===== config.mk =====
export PLATFORM = sky130hd
export DESIGN_NAME = registered_demultiplexer
export DESIGN_NICKNAME = d
export VERILOG_FILES = /design/src/rtl/registered_demultiplexer.sv
export SDC_FILE = /design/constraint.sdc
export NUM_CORES = 1
export LEC_CHECK = 0
export ABC_AREA = 1
export CAP_MARGIN = 40
export CORE_UTILIZATION = 40
export DETAILED_ROUTE_END_ITERATION = 8
export HOLD_SLACK_MARGIN = 0.02
export PLACE_DENSITY = 0.69
export RECOVER_POWER = 100
export SYNTH_ARGS = -nofsm -noshare
export SYNTH_HDL_FRONTEND = slang
export SYNTH_SLANG_ARGS = --single-unit

===== constraint.sdc =====
create_clock -name clk -period 2.5 [get_ports clk]
set_input_delay 0.375 -clock clk [delete_from_list [all_inputs] [get_ports clk]]
set_output_delay 0.375 -clock clk [all_outputs]
set_load 0.01 [all_outputs]

===== src/rtl/registered_demultiplexer.sv =====
// 1-to-4 demultiplexer with a one-entry valid/ready holding register per output channel
// and a saturating count of accepted input words.
module registered_demultiplexer #(
    parameter int WIDTH     = 8,
    parameter int CNT_WIDTH = 8
) (
    input  logic                 clk,
    input  logic                 reset,
    input  logic                 addr0,
    input  logic                 addr1,
    input  logic [WIDTH-1:0]     in_data,
    input  logic                 in_valid,
    output logic                 in_ready,
    output logic [WIDTH-1:0]     out0_data,
    output logic [WIDTH-1:0]     out1_data,
    output logic [WIDTH-1:0]     out2_data,
    output logic [WIDTH-1:0]     out3_data,
    output logic                 out0_valid,
    output logic                 out1_valid,
    output logic                 out2_valid,
    output logic                 out3_valid,
    input  logic                 out0_ready,
    input  logic                 out1_ready,
    input  logic                 out2_ready,
    input  logic                 out3_ready,
    output logic [CNT_WIDTH-1:0] accept_count
);

    localparam logic [CNT_WIDTH-1:0] CNT_ONE = {{(CNT_WIDTH-1){1'b0}}, 1'b1};

    logic [1:0]           sel;
    logic [3:0]           ready_vec;
    logic                 accept;
    logic [3:0]           valid_q, valid_d;
    logic [WIDTH-1:0]     data_q [4];
    logic [WIDTH-1:0]     data_d [4];
    logic [CNT_WIDTH-1:0] count_q, count_d;

    function automatic logic [CNT_WIDTH-1:0] sat_inc(input logic [CNT_WIDTH-1:0] v);
        return (&v) ? v : v + CNT_ONE;
    endfunction

    assign sel       = {addr1, addr0};
    assign ready_vec = {out3_ready, out2_ready, out1_ready, out0_ready};

    // A full channel can still accept when its consumer drains it in the same cycle.
    assign in_ready = !valid_q[sel] || ready_vec[sel];
    assign accept   = in_valid && in_ready;

    always_comb begin
        valid_d = valid_q & ~ready_vec;
        for (int i = 0; i < 4; i++) begin
            data_d[i] = data_q[i];
        end
        count_d = count_q;
        if (accept) begin
            valid_d[sel] = 1'b1;
            data_d[sel]  = in_data;
            count_d      = sat_inc(count_q);
        end
    end

    always_ff @(posedge clk) begin
        if (reset) begin
            valid_q <= '0;
            count_q <= '0;
            for (int i = 0; i < 4; i++) begin
                data_q[i] <= '0;
            end
        end else begin
            valid_q <= valid_d;
            count_q <= count_d;
            for (int i = 0; i < 4; i++) begin
                data_q[i] <= data_d[i];
            end
        end
    end

    assign out0_data    = data_q[0];
    assign out1_data    = data_q[1];
    assign out2_data    = data_q[2];
    assign out3_data    = data_q[3];
    assign out0_valid   = valid_q[0];
    assign out1_valid   = valid_q[1];
    assign out2_valid   = valid_q[2];
    assign out3_valid   = valid_q[3];
    assign accept_count = count_q;

endmodule


==> impl_metrics.tcl, run 1 <==
set metrics [dict create \
    status "completed" \
    placed_cells 454 \
    fin_nets 409 \
    rrSetupSlack_ns 0.69 \
    fp.dieW_um 76.0 \
    slew_headroom_pct 65.6 \
    synthTopCellsByCount "nand2_1, nor2_1, inv_1" \
    tritoncts "built" \
    post-route-util_pct 55.6 \
    synth.distinct_cells 24 \
    cp-end-kind "primary output" \
    tightestPinTransition_ns 0.514 \
    syn_area_um2 2190 \
    die_height_um 76.0 \
    yosys.area.top_type_share_pct 40.2 \
    numCtsBuffers 5 \
    power_mw 1.63 \
    post_synth.cell_area_avg_um2 6.62 \
    grt.total_usage_pct 18.7 \
    power_frac_comb_pct 15.0 \
    synth_seq_area_share_pct 40.2 \
    diodes 0 \
    grt_pass1_vias 1880 \
    timing.final.crit_share_pct 92.8 \
    drive_above_1_share_pct 6.65 \
    dieArea_um2 5780 \
    tns_ns 0 \
    start_util_pct 42.1 \
    drc_errors 0 \
    fin_cells 461 \
    hp-class "reg2reg" \
    grt_start_max_net_pins 37 \
    p_clk_share_pct 38.7 \
    setup_viol_count_final 0 \
    holdPathStages 2 \
    yosysMostFrequentCell "nand2_1" \
    antenna_found_initial 0 \
    ctsLongestPathBuffers 2 \
    via_count 2029 \
    grt_pass1_wl_um 8670 \
    synthArstFlopShare_pct 0 \
    reg2reg_depth 9 \
    firstDrtPassIters 6 \
    core-area_um2 5200 \
    cp-start-kind "input pin" \
    final.min_clock_period_ns 2.32 \
    critical_path_peak_fanout 7 \
    synth_largest_area_cell "dfxtp_1" \
    path_clk_slew_ns 0.08 \
    grt_setup_unrepaired "no" \
    seqPwrFrac_pct 46.3 \
    synth_edf_count 0 \
    gr-total-overflow 0 \
    hold_buffers 0 \
    row_count 26 \
    clock-sinks 44 \
    powerDensity_nw_per_um2 564 \
    swShare_pct 24.1 \
    synth_fp_nets 349 \
    maxCapViolations 0 \
    io-pin-count 62 \
    ys_ff_latch 44 \
    dp_hpwl_um 3550 \
    synthTopCellsByArea "dfxtp_1, nand2_1, nor2_1" \
    port_buffers 61 \
    slew_viol_final 0 \
    critPathRequiredTime_ns 2.12 \
    gp_congestion 0.861 \
    clkLatencyLatePin_ns 0.30 \
    p_int_mw 1.24 \
    finalHoldViolCount 0 \
    synth_flop_cell "dfxtp_1" \
    areaGrowthSynthToFinish_pct 32.1 \
    vias_per_cell 4.40 \
    ant_nets 0 \
    h-tree-depth 2 \
    clock_skew_ns 0.00471 \
    root_buffer "clkbuf_8" \
    max_freq_mhz 431 \
    critPathKind "in2out" \
    wl_per_cell_um 10.9 \
    synth_warnings 0 \
    ir_drop_mv 0.300 \
    power.switching_mw 0.393 \
    totalWireLength_um 5020 \
    drt_iter0_drc 33 \
    arrival_ns 1.94 \
    netlist_instances 331 \
    p_leak_nw 1.56 \
]
placed cells by master, fill, tap and decap left out:
cell type / count
nor2_2: 1
nor2_4: 2
clkbuf_2: 1
nor2_1: 84
nand2_1: 101
clkdlybuf4s50_1: 16
buf_4: 3
nor3_1: 1
nand3_4: 1
dlymetal6s2s_1: 1
clkinv_1: 1
clkbuf_8: 5
bufinv_16: 2
dfxtp_1: 44
inv_1: 51
nand3_1: 11
a21oi_1: 4
nand3_2: 3
xor2_1: 1
dlygate4sd3_1: 44
nand2_8: 1
nand4_1: 5
inv_2: 2
ha_1: 1
nand2_2: 5
final cells by class:
cell class	instances	area, um2
clock inverter	2	60.1
multi-input combinational	221	955
inverter	54	203
tap	70	87.6
clock buffer	5	68.8
sequential	44	881
timing repair buffer	65	641
fill	521	2310
cell families (layout without fill, tap and decap cells):
kind of cell    Yosys count  after routing  share of synthesized area, %
xor+xnor                  1              1                         0.400
flops                    44             44                          40.2
compound gates            4              4                         0.913
buf+inv                  66            126                          14.9
simple gates            215            215                          43.0
fa+ha+maj                 1              1                         0.571
registers in the layout, indices dropped and copies added, names as in the netlist:
register	cells
accept_count	8
valid_q	4
data_q	32
power by group through the flow:
stage                     Clock, mW  Sequential (mW)  Combinational [mW]
after floorplan                   0            0.789               0.131
after global placement            0            0.773               0.260
after detailed placement          0            0.774               0.264
after CTS                     0.651            0.758               0.266
after global routing          0.679            0.762               0.276
final                         0.632            0.756               0.245
metrics by stage:
step           instance area, um2  hold WS (ns)  setup WS [ns]
2_1_floorplan                2190         0.499           1.07
3_3_place_gp                 2800         0.484          0.126
3_5_place_dp                 2800         0.486         0.0979
4_1_cts                      2930         0.497         0.0929
5_1_grt                      2900         0.533         0.0701
6_report                     2900         0.495          0.180
repair_timing:
| action | in CTS | in global routing |
|---|---|---|
| resized for setup | 0 | 1 |
| hold endpoints to repair | 0 | 0 |
| endpoints found under the setup margin | 0 | 1 |
| buffers inserted | 0 | 0 |
worst paths after layout:
path,from,to
worst max-delay path,addr1,in_ready
worst min-delay path,valid_q[2],valid_q[2]
worst max register to register,valid_q[0],data_q[1][0]
worst min register to register,valid_q[2],valid_q[2]
critical path, cell delays in order:
cell             delay [ns]
clkdlybuf4s50_1        0.64
inv_2                  0.08
nand3_1                0.08
nand2_1                0.09
nor2_4                 0.14
nand2_8                0.06
clkdlybuf4s50_1        0.48
metal layers:
layer / GRT usage (%) / wire, um / part of all wire (%) / up-vias
met4: 7.12 / 97 / 1.9 / 0
met3: 5.15 / 281 / 5.6 / 9
met2: 31.7 / 2320 / 46 / 52
met1: 22.5 / 2310 / 46 / 885
li1: - / - / - / 1083
met5: 0 / 0 / 0 / -
No activity file was read; power rests on OpenSTA's default activity.
==> run 2: changes to the inputs <==
--- a/config.mk
+++ b/config.mk
@@ -5,13 +5,13 @@
 export SDC_FILE = /design/constraint.sdc
 export NUM_CORES = 1
 export LEC_CHECK = 0
-export ABC_AREA = 1
 export CAP_MARGIN = 40
 export CORE_UTILIZATION = 40
 export DETAILED_ROUTE_END_ITERATION = 8
 export HOLD_SLACK_MARGIN = 0.02
-export PLACE_DENSITY = 0.69
+export PLACE_DENSITY = 0.72
 export RECOVER_POWER = 100
+export SLEW_MARGIN = 20
 export SYNTH_ARGS = -nofsm -noshare
 export SYNTH_HDL_FRONTEND = slang
 export SYNTH_SLANG_ARGS = --single-unit
==> run 2 against run 1 <==
  * Area after synthesis fell by 19%
  * Combinational power fell by 34%
  * Fmax fell by 3.1%
  * Sequential power fell by 2.6%
  * Power fell by 11%
  * Critical path depth fell by 2
  * Clock skew rose by 0.00061 ns
  * Register-to-register slack got worse by 0.20 ns
  * Critical path type unchanged
  * Highest routed layer unchanged
==> impl_metrics.tcl, run 2 <==
set metrics [dict create \
    status "completed" \
    root_buffer "clkbuf_8" \
    numCtsBuffers 5 \
    largest_reg_flops 32 \
    synthTopCellsByArea "dfxtp_1, mux2i_1, nor2_1" \
    critical_path_peak_fanout 3 \
    grt_pass1_vias 1306 \
    slew_headroom_pct 50.9 \
    synth_seq_area_share_pct 49.4 \
    grt_pass1_wl_um 6130 \
    areaGrowthSynthToFinish_pct 42.4 \
    powerDensity_nw_per_um2 569 \
    final_common_cell "dlygate4sd3_1" \
    drt_iter0_drc 65 \
    critPathKind "in2out" \
    crit_top_cell "clkdlybuf4s50_1" \
    fp.dieW_um 68.8 \
    power_frac_comb_pct 11.1 \
    syn_area_um2 1780 \
    ctsLongestPathBuffers 2 \
    tns_ns 0 \
    cp-end-kind "primary output" \
    final.min_clock_period_ns 2.39 \
    start_util_pct 43.1 \
    cts_resized 0 \
    swShare_pct 23.3 \
    clkLatencyLatePin_ns 0.30 \
    drive_above_1_share_pct 6.61 \
    totalWireLength_um 3980 \
    crit_buf_inv 3 \
    die_height_um 68.8 \
    pre_cts_ws_ns 0.0966 \
    crit_path_max_incr_delay_ns 0.52 \
    path_delay_family "buffers and inverters" \
    ir_drop_mv 0.386 \
    tritoncts "built" \
    ant_nets 0 \
    yosys.area.top_type_share_pct 49.4 \
    grt_start_max_net_pins 38 \
    grt_setup_unrepaired "no" \
    drc_errors 0 \
    clock_skew_ns 0.00532 \
    cp_cell_sequence "clkdlybuf4s50_1 > nor2b_4 > mux4_2 > inv_1 > clkdlybuf4s50_1" \
    synth_fp_nets 196 \
    ys_ff_latch 44 \
    postCtsSetupBuffers 0 \
    timing.final.crit_share_pct 95.8 \
    clock-sinks 44 \
    gr-total-overflow 0 \
    tightestPinTransition_ns 0.736 \
    io-pin-count 62 \
    synth_edf_count 0 \
    cp-start-kind "input pin" \
    setup_viol_count_final 0 \
    fin_ws_ns 0.106 \
    synth_flop_cell "dfxtp_1" \
    p_leak_nw 1.08 \
    h-tree-depth 2 \
    p_int_mw 1.11 \
    grt.total_usage_pct 18.0 \
    hold_slack_ns 0.496 \
    finalHoldViolCount 0 \
    dieArea_um2 4730 \
    crit_path_top_delay_cell "clkdlybuf4s50_1" \
    maxCapViolations 0 \
    max_freq_mhz 418 \
    synth_warnings 0 \
    antenna_found_initial 0 \
    synthArstFlopShare_pct 0 \
    mostFrequentLayoutCells "dlygate4sd3_1, dfxtp_1, nor2_1" \
    synth_largest_area_cell "dfxtp_1" \
    dp_hpwl_um 2780 \
    n_fill_cell 382 \
    diodes 0 \
    slew_viol_final 0 \
    yosysMostFrequentCell "dfxtp_1" \
    hp-class "reg2reg" \
    port_buffers 61 \
    synthTopCellsByCount "dfxtp_1, nor2_1, mux2i_1" \
    seqPwrFrac_pct 50.9 \
    via_count 1457 \
    critPathRequiredTime_ns 2.12 \
    synth.distinct_cells 33 \
    core-area_um2 4140 \
    firstDrtPassIters 4 \
    p_clk_share_pct 38.0 \
    max_flop_register "data_q" \
    fin_nets 259 \
    hold_buffers 0 \
    arrival_ns 2.02 \
    netlist_instances 178 \
    post_synth.cell_area_avg_um2 10.0 \
    path_clk_slew_ns 0.09 \
    row_count 23 \
    wl_per_cell_um 13.6 \
    vias_per_cell 4.99 \
    power.switching_mw 0.337 \
    gp_congestion 0.817 \
]
==> run 2: cells by family after synthesis <==
logic type,Yosys count,share of synthesized area [%]
fa+ha+maj,1,0.701
mux,34,19.8
compound gates,20,6.87
flops,44,49.4
simple gates,64,18.5
buf+inv,15,4.70
==> run 2: path summary, 6_finish.rpt <==
kind	from	to	slack (ns)	cells past startpoint
setup / recovery	out1_ready	in_ready	0.11	5
hold / removal	data_q[1][2]	data_q[1][2]	0.50	2
hold reg to reg	data_q[1][2]	data_q[1][2]	0.50	2
setup reg to reg	valid_q[3]	accept_count[7]	0.49	5
==> run 2: cell type report <==
type	instances	area [um2]	share of cell area, %
inverters	4	15.0	0.591
clock buffers	5	68.8	2.71
clock inverters	3	46.3	1.82
flip-flops and latches	44	881	34.7
repair buffers	67	642	25.3
well taps	50	62.6	2.46
multi-input cells	119	825	32.5
==> run 2: power groups by stage <==
stage	Combinational, mW	Sequential, mW	Clock, mW
floorplan	0.0706	0.762	0
global placement	0.171	0.753	0
detailed placement	0.173	0.753	0
CTS	0.174	0.737	0.562
global route	0.177	0.739	0.598
finish	0.161	0.736	0.549
==> run 2: tightest hold or removal path: cells and delay by family, from the launching register on <==
family,cells,cell delay [ns]
flip-flops,1,0.33
multiplexers,1,0.06
AND/OR/NAND/NOR,1,0.07
==> run 2: through the flow <==
step	util, %	cell area [um2]	instances	power, mW
after CTS	61.7	2560	292	1.47
after global placement	59.0	2440	284	0.925
after floorplan	-	1780	178	0.833
final	61.3	2540	292	1.45
after detailed placement	59.0	2440	284	0.926
after global routing	61.3	2540	292	1.51
==> run 2: per-layer routing <==
metal	vias to the layer above	part of all wire, %	track usage [%]
met5	-	0	0
li1	741	-	-
met2	39	48	28.3
met3	5	6.5	5.92
met4	0	1.7	7.65
met1	672	44	22.4
==> run 3: changes to the inputs <==
--- a/config.mk
+++ b/config.mk
@@ -6,6 +6,7 @@
 export NUM_CORES = 1
 export LEC_CHECK = 0
 export CAP_MARGIN = 40
+export CORE_MARGIN = 3
 export CORE_UTILIZATION = 40
 export DETAILED_ROUTE_END_ITERATION = 8
 export HOLD_SLACK_MARGIN = 0.02
==> run 3 against run 2 <==
  * Fmax grew 5.8%
  * Count of clock-buffer cells in the layout grew 1
  * Global-route usage shrank 1.8 points
  * Worst hold slack lost 0.0074 ns
  * Via count shrank 0.75%
  * Clock power shrank 24%
  * Critical path depth shrank 1
  * Wire length grew 2.0%
  * First-iteration DRC count grew 31%
  * Critical endpoint unchanged
  * Largest cell class unchanged
  * Highest routed layer unchanged
==> impl_metrics.tcl, run 3 (synthesized netlist as in run 2, its figures left out) <==
set metrics [dict create \
    status "completed" \
    gp_congestion 0.780 \
    drive_above_1_share_pct 5.79 \
    row_count 23 \
    grt.total_usage_pct 16.2 \
    slew_headroom_pct 51.0 \
    max_flop_register "data_q" \
    dieArea_um2 5300 \
    postCtsSetupBuffers 0 \
    wl_per_cell_um 13.9 \
    port_buffers 61 \
    mostFrequentLayoutCells "dlygate4sd3_1, dfxtp_1, nor2_1" \
    vias_per_cell 4.95 \
    dp_hpwl_um 2880 \
    powerDensity_nw_per_um2 524 \
    tns_ns 0 \
    die_height_um 72.8 \
    grt_pass1_vias 1371 \
    cts_resized 0 \
    clock_skew_ns 0.00595 \
    gr-total-overflow 0 \
    core-area_um2 4140 \
    drt_iter0_drc 85 \
    final_common_cell "dlygate4sd3_1" \
    diodes 0 \
    reg2reg_to "accept_count[7]" \
    cp-start-kind "input pin" \
    via_count 1446 \
    hold_buffers 0 \
    root_buffer "clkbuf_8" \
    cp-end-kind "primary output" \
    hold_end "data_q[1][2]" \
    slew_viol_final 0 \
    totalWireLength_um 4060 \
    fp.dieW_um 72.8 \
    numCtsBuffers 5 \
    ant_nets 0 \
    hp-class "reg2reg" \
    antenna_found_initial 0 \
    hold_slack_ns 0.489 \
    maxCapViolations 0 \
    critical_path_peak_fanout 2 \
    post-route-util_pct 60.5 \
    drc_errors 0 \
    holdPathStages 2 \
    reg2reg_depth 5 \
    path_clk_slew_ns 0.07 \
    grt_pass1_wl_um 6560 \
    io-pin-count 62 \
    clock-sinks 44 \
    max_freq_mhz 442 \
    rrSetupSlack_ns 0.59 \
    grt_setup_unrepaired "no" \
    clkLatencyLatePin_ns 0.30 \
    fin_nets 260 \
    critPathKind "in2out" \
    areaGrowthSynthToFinish_pct 40.6 \
    critPathRequiredTime_ns 2.12 \
    final.min_clock_period_ns 2.26 \
    h-tree-depth 2 \
    tritoncts "built" \
    setup_viol_count_final 0 \
    p_leak_nw 1.07 \
    hold_path_startpoint "data_q[1][2]" \
    ctsLongestPathBuffers 2 \
    ir_drop_mv 0.432 \
    r2r-start "valid_q[2]" \
    tightestPinTransition_ns 0.735 \
    firstDrtPassIters 4 \
    grt_start_max_net_pins 26 \
    largest_reg_flops 32 \
    finalHoldViolCount 0 \
    start_util_pct 43.1 \
    timing.final.crit_share_pct 90.5 \
    arrival_ns 1.89 \
]
## run 3: changes by cell type in the layout (fill, tap and decap cells not counted), sizes merged
cell,delta
clkbuf,+1
bufinv,-1
buf,+1
clkdlybuf4s25,+1
clkinvlp,-1
clkinv,+1
clkdlybuf4s50,-1
inv,-1
## run 3: power breakdown
part / internal (mW) / leakage [nW] / switching, mW / total [mW]
clock: 0.190 / 0.0410 / 0.227 / 0.417
sequential: 0.723 / 0.357 / 0.0121 / 0.735
combinational: 0.0859 / 0.672 / 0.0763 / 0.162
## run 3: layout make-up
class                           instances  area (um2)
Fill cell                             391        1640
Sequential cell                        44         881
Multi-Input combinational cell        119         825
Timing Repair Buffer                   68         648
Clock buffer                            6        72.6
Tap cell                               50        62.6
Inverter                                4        15.0
Clock inverter                          1        5.00
## run 3: how the worst max path moves through the flow
stage / start / endpoint / slack, ns / cells after the start
floorplan: valid_q[3] / accept_count[7] / 0.77 / 4
global placement: out3_ready / in_ready / 0.07 / 5
detailed placement: out3_ready / in_ready / 0.07 / 5
CTS: out1_ready / in_ready / 0.06 / 5
global route: addr1 / in_ready / 0.17 / 4
finish: addr1 / in_ready / 0.24 / 4
## run 3: critical path, stage by stage
cell	delay, ns
dlygate4sd3_1	0.57
mux4_2	0.55
inv_1	0.08
clkdlybuf4s25_1	0.31
## run 3: per-layer routing
| layer | part of all wire (%) | up-vias | GRT usage (%) |
|---|---|---|---|
| li1 | - | 743 | - |
| met5 | 0 | - | 0 |
| met3 | 6.6 | 8 | 6.06 |
| met2 | 47 | 41 | 25.2 |
| met4 | 1.5 | 0 | 6.15 |
| met1 | 45 | 654 | 20.5 |
## run 3: stage by stage
stage               setup slack (ns)  cells  total power [mW]  area [um2]
global route                   0.169    292              1.38        2510
CTS                           0.0584    292              1.34        2530
detailed placement            0.0670    285             0.928        2450
global placement              0.0703    285             0.927        2450
floorplan                      0.772    178             0.833        1780
finish                         0.237    292              1.31        2510
